$ cat src/rtl/gf2_column_op_scheduler.sv
// gf2_column_op_scheduler: sequences PASS/ADD/SWAP ops for one GF(2) column-elimination pass.
// Define SINGULAR_DETECT_EN to skip FLUSH and flag singular when no pivot is found.
module gf2_column_op_scheduler #(
    parameter int ROWS  = 64,
    parameter int CNT_W = $clog2(ROWS)
) (
    input  logic             clk,
    input  logic             rst,
    input  logic             start,
    input  logic             row_valid,
    input  logic             lead_bit,
    output logic             row_ready,
    output logic [1:0]       op_out,
    output logic             op_valid,
    output logic             cell_clr,
    output logic             busy,
    output logic             done,
    output logic [CNT_W-1:0] pivot_row,
    output logic             singular
);
    typedef enum logic [2:0] {IDLE, CLR, SCAN, FLUSH, DONE} state_t;
    localparam logic [1:0] OP_PASS = 2'b00;
    localparam logic [1:0] OP_ADD  = 2'b01;
    localparam logic [1:0] OP_SWAP = 2'b10;
    state_t           state_q;
    logic [CNT_W-1:0] count_q;
    logic [CNT_W-1:0] pivot_row_q;
    logic             pivot_found_q;
    logic [1:0]       op_q;
    logic             op_valid_q;
    logic             accept;
    logic             last_row;
    logic [1:0]       row_op;
    always_comb begin
        accept   = row_valid && (state_q == SCAN);
        last_row = count_q == CNT_W'(ROWS - 1);
        row_op   = !lead_bit ? OP_PASS : pivot_found_q ? OP_ADD : OP_SWAP;
    end
    assign row_ready = state_q == SCAN;
    assign cell_clr  = state_q == CLR;
    assign busy      = state_q != IDLE;
    assign done      = state_q == DONE;
    assign op_out    = op_q;
    assign op_valid  = op_valid_q;
    assign pivot_row = pivot_row_q;
`ifdef SINGULAR_DETECT_EN
    logic singular_q;
    logic pivot_found_d;
    assign pivot_found_d = pivot_found_q || lead_bit;
    assign singular      = singular_q;
`else
    assign singular = 1'b0;
`endif
    always_ff @(posedge clk) begin
        if (!rst) begin
            state_q       <= IDLE;
            count_q       <= '0;
            pivot_row_q   <= '0;
            pivot_found_q <= 1'b0;
            op_q          <= OP_PASS;
            op_valid_q    <= 1'b0;
`ifdef SINGULAR_DETECT_EN
            singular_q    <= 1'b0;
`endif
        end else begin
            op_q       <= OP_PASS;
            op_valid_q <= 1'b0;
            case (state_q)
                IDLE: if (start) state_q <= CLR;
                CLR: begin
                    count_q       <= '0;
                    pivot_row_q   <= '0;
                    pivot_found_q <= 1'b0;
`ifdef SINGULAR_DETECT_EN
                    singular_q    <= 1'b0;
`endif
                    state_q       <= SCAN;
                end
                SCAN: if (accept) begin
                    op_q       <= row_op;
                    op_valid_q <= 1'b1;
                    if (lead_bit && !pivot_found_q) begin
                        pivot_found_q <= 1'b1;
                        pivot_row_q   <= count_q;
                    end
                    // the counter parks on the last row; the pass ends instead of wrapping
                    if (last_row) begin
`ifdef SINGULAR_DETECT_EN
                        if (!pivot_found_d) begin
                            singular_q <= 1'b1;
                            state_q    <= DONE;
                        end else begin
                            state_q <= FLUSH;
                        end
`else
                        state_q <= FLUSH;
`endif
                    end else begin
                        count_q <= count_q + CNT_W'(1);
                    end
                end
                FLUSH: begin
                    op_q       <= OP_SWAP;
                    op_valid_q <= 1'b1;
                    state_q    <= DONE;
                end
                DONE: state_q <= IDLE;
                default: state_q <= IDLE;
            endcase
        end
    end
endmodule

$ cat config.mk
export PLATFORM = sky130hd
export DESIGN_NAME = gf2_column_op_scheduler
export DESIGN_NICKNAME = d
export VERILOG_FILES = /design/src/rtl/gf2_column_op_scheduler.sv
export SDC_FILE = /design/constraint.sdc
export NUM_CORES = 1
export LEC_CHECK = 0
export CORE_MARGIN = 4
export CORE_UTILIZATION = 50
export CTS_CLUSTER_DIAMETER = 60
export DETAILED_ROUTE_END_ITERATION = 7
export GPL_TIMING_DRIVEN = 0
export PLACE_DENSITY = 0.84
export SYNTH_ARGS = -nofsm -noshare
export SYNTH_HDL_FRONTEND = slang
export SYNTH_SLANG_ARGS = --single-unit
$ cat constraint.sdc
create_clock -name clk -period 3.21 [get_ports clk]
set_input_delay 0.4815 -clock clk [delete_from_list [all_inputs] [get_ports clk]]
set_output_delay 0.4815 -clock clk [all_outputs]
set_load 0.1 [all_outputs]
==> run_results.csv <==
group,metric,value,unit
final_layout,area_delta_synth_final,25.6,%
yosys,avgSynthCellArea,8.85,um2
detailed_routing,dr.pass1.iters,4,
floorplanning,die_y,50.1,um
floorplanning,start_util,55.5,%
sta,max_slew.worst_pin.slew,969,ps
final_layout,final_nets,128,
final_layout,drive_above_1_share,14.0,%
yosys,yosysTopAreaCell,"dfxtp_1",
pwr,vdd_drop_max,213,uV
cts,clk_latency,300,ps
floorplanning,ios,19,
pwr,pwr-share-comb,20.7,%
floorplanning,core,1590,um2
worst_setup_path,arrival,2530,ps
placed_design,io_buffers,17,
floorplanning,rows,14,
pwr,intPower,317,uW
detailed_routing,drt-wirelength-per-cell,13.3,um
worst_setup_path,reg2reg_depth,5,
worst_setup_path,crit_type,"reg2out",
cts,hold_buffers,0,
global_routing,grt_first_pass_wirelength,3.23,mm
min_path,hold_class,"reg2reg",
yosys,netlist_area,885,um2
worst_setup_path,cp_max_fo,10,
detailed_routing,drtIter0Drc,21,
cts,cts_root_buf,"clkbuf_4",
cts,cts_setup_buffers,0,
worst_setup_path,regToRegSetupSlack,1540,ps
yosys,ys_seq_area_share,43.0,%
detailed_routing,via_per_inst,5.54,
worst_setup_path,cp-start-kind,"flop",
pwr,powerDensity,415,nW/um2
cts,cts_tree,"done",
pwr,p_clk_share,26.6,%
worst_setup_path,end_kind,"output port",
final_layout,fillers,131,
placed_design,routabilityCongestion,0.892,
yosys,yosysWarnings,0,
cts,cts_buffer_depth,2,
final_layout,antenna_cells,0,
global_routing,overflow,0,
final_layout,final_common_cell,"dfxtp_1",
yosys,synth_edf_count,0,
worst_setup_path,r2r-start,"count_q[0]",
sta,rsz0062_at_grt,"no",
floorplanning,die_w,50.1,um
sta,finalHoldViolations,0,
pwr,switching_share,31.2,%
sta,period_needed,3010,ps
global_routing,grt_pass1_vias,753,
sta,slew_headroom,35.2,%
yosys,synth-main-ff-cell,"dfxtp_1",
yosys,synth_seq_cells,19,
detailed_routing,routed_wl,1.93,mm
pwr,power_leakage,0.428,nW
pwr,finalPower,461,uW
final_layout,final_cell_mix,"19 x dfxtp_1, 17 x clkdlybuf4s50_1, 10 x nand2_1",
sta,fin_skew,1.43,ps
placed_design,dp_hpwl,1.41,mm
yosys,synth_cells,100,
sta,setup_viol,0,
detailed_routing,drtAntennaViolNets,0,
yosys,synthArstFlopShare,0,%
pwr,pwr-share-seq,52.7,%
yosys,synth_top_area_share,43.0,%
global_routing,grtUsageTotal,16.5,%
cts,cts.sinks,19,
yosys,synth_area_leaders,"dfxtp_1 43%, nand3_1 4.5%, nand2_1 4.2%",
sta,min_period_over_period,93.7,%
final_layout,multiInputGateArea,450,um2
floorplanning,dieArea,2510,um2
detailed_routing,num_vias,804,
worst_setup_path,crit_start,"state_q[1]",
yosys,synth.distinct_cells,36,
worst_setup_path,cp-endpoint,"row_ready",
global_routing,grt_max_degree,11,
cts,cts_resized,0,
detailed_routing,drc_errors,0,
cts,clkTransAtPathRegs,100,ps
run_status,status,"finished, final reports clean",
final_layout,ff_latch_area,380,um2
global_routing,antenna_found_initial,0,
sta,fmax,0.332,GHz
yosys,synth_nets,106,
sta,drv_slew,0,
run,drv_cap,0,
sta,tns,0,ps
pwr,net-switching-power,144,uW
worst_setup_path,cp.required,2730,ps
cts,cts_max_level,1,
cts,cts_buffers,3,
worst_setup_path,rr_endpoint,"count_q[5]",
power groups by stage:
| stage | clock (mW) | sequential (mW) | combinational (mW) |
|---|---|---|---|
| global route | 0.135 | 0.243 | 0.0999 |
| CTS | 0.124 | 0.243 | 0.0953 |
| detailed placement | 0 | 0.248 | 0.0950 |
| finish | 0.123 | 0.243 | 0.0955 |
| global placement | 0 | 0.248 | 0.0936 |
| floorplan | 0 | 0.252 | 0.0665 |
kinds of logic (layout without fill, tap and decap cells):
logic type / count (synthesis) / count (layout) / share of synthesized area (%)
simple gates: 41 / 41 / 25.7
compound gates: 26 / 26 / 19.9
flops: 19 / 19 / 43.0
buf+inv: 9 / 30 / 6.08
mux: 3 / 3 / 3.39
fa+ha+maj: 1 / 1 / 1.41
other cells: 1 / 1 / 0.424
critical path, cell delays in order (launching register included):
cell and delay, ps:
dfxtp_1 330, buf_4 140, or3b_4 410, inv_2 80
buf_6 130, clkdlybuf4s50_1 1130
cell type report:
| class | instances | area share, % |
|---|---|---|
| buffer | 5 | 3.38 |
| clock buffer | 4 | 2.36 |
| inverter | 4 | 1.46 |
| multi-input combinational | 72 | 40.5 |
| sequential | 19 | 34.2 |
| tap | 24 | 2.70 |
| timing repair buffer | 17 | 15.3 |
sequential cells by signal, summed over array words and instances (netlist names):
signal         count
count_q            6
op_out             2
op_valid           1
pivot_found_q      1
pivot_row          6
state_q            3
cells in the mapped netlist (2+ instances only):
library cell   n
and2b_1        2
nor2_1         7
mux2i_1        3
a21oi_1        6
dfxtp_1       19
a21oi_2        3
o21a_1         2
inv_1          2
and2_1         3
buf_4          3
nand3_1        8
a31oi_1        3
nand2_1       10
nor4_1         2
o21ai_0        5
nand4_1        2
per-stage QoR:
step / cells / area (um2) / hold slack, ps / worst slack, ps / utilization, %
6_report: 145 / 1110 / 486 / 202 / 69.7
5_1_grt: 145 / 1110 / 514 / 120 / 69.7
3_3_place_gp: 141 / 1080 / 453 / 563 / 68.1
2_1_floorplan: 100 / 885 / 435 / 95.8 / -
3_5_place_dp: 141 / 1080 / 471 / 543 / 68.1
4_1_cts: 145 / 1110 / 487 / 202 / 69.7
layer usage:
metal / track usage, % / vias to the layer above / wire [um]
met5: 0 / - / 0
met4: 8.29 / 0 / 31
met3: 3.61 / 5 / 123
met2: 26.5 / 28 / 908
met1: 20.5 / 373 / 863
li1: - / 398 / -
how the worst min path moves through the flow:
| stage | start | end | slack, ps | cells past startpoint |
|---|---|---|---|---|
| 2_1_floorplan | pivot_found_q | op_out[0] | 440 | 2 |
| 3_3_place_gp | pivot_found_q | op_out[0] | 450 | 2 |
| 3_5_place_dp | pivot_found_q | op_out[0] | 470 | 2 |
| 4_1_cts | pivot_found_q | op_out[0] | 490 | 2 |
| 5_1_grt | pivot_row[1] | pivot_row[1] | 510 | 2 |
| 6_report | pivot_row[2] | pivot_row[2] | 490 | 2 |
No activity file was read; power rests on OpenSTA's default activity.
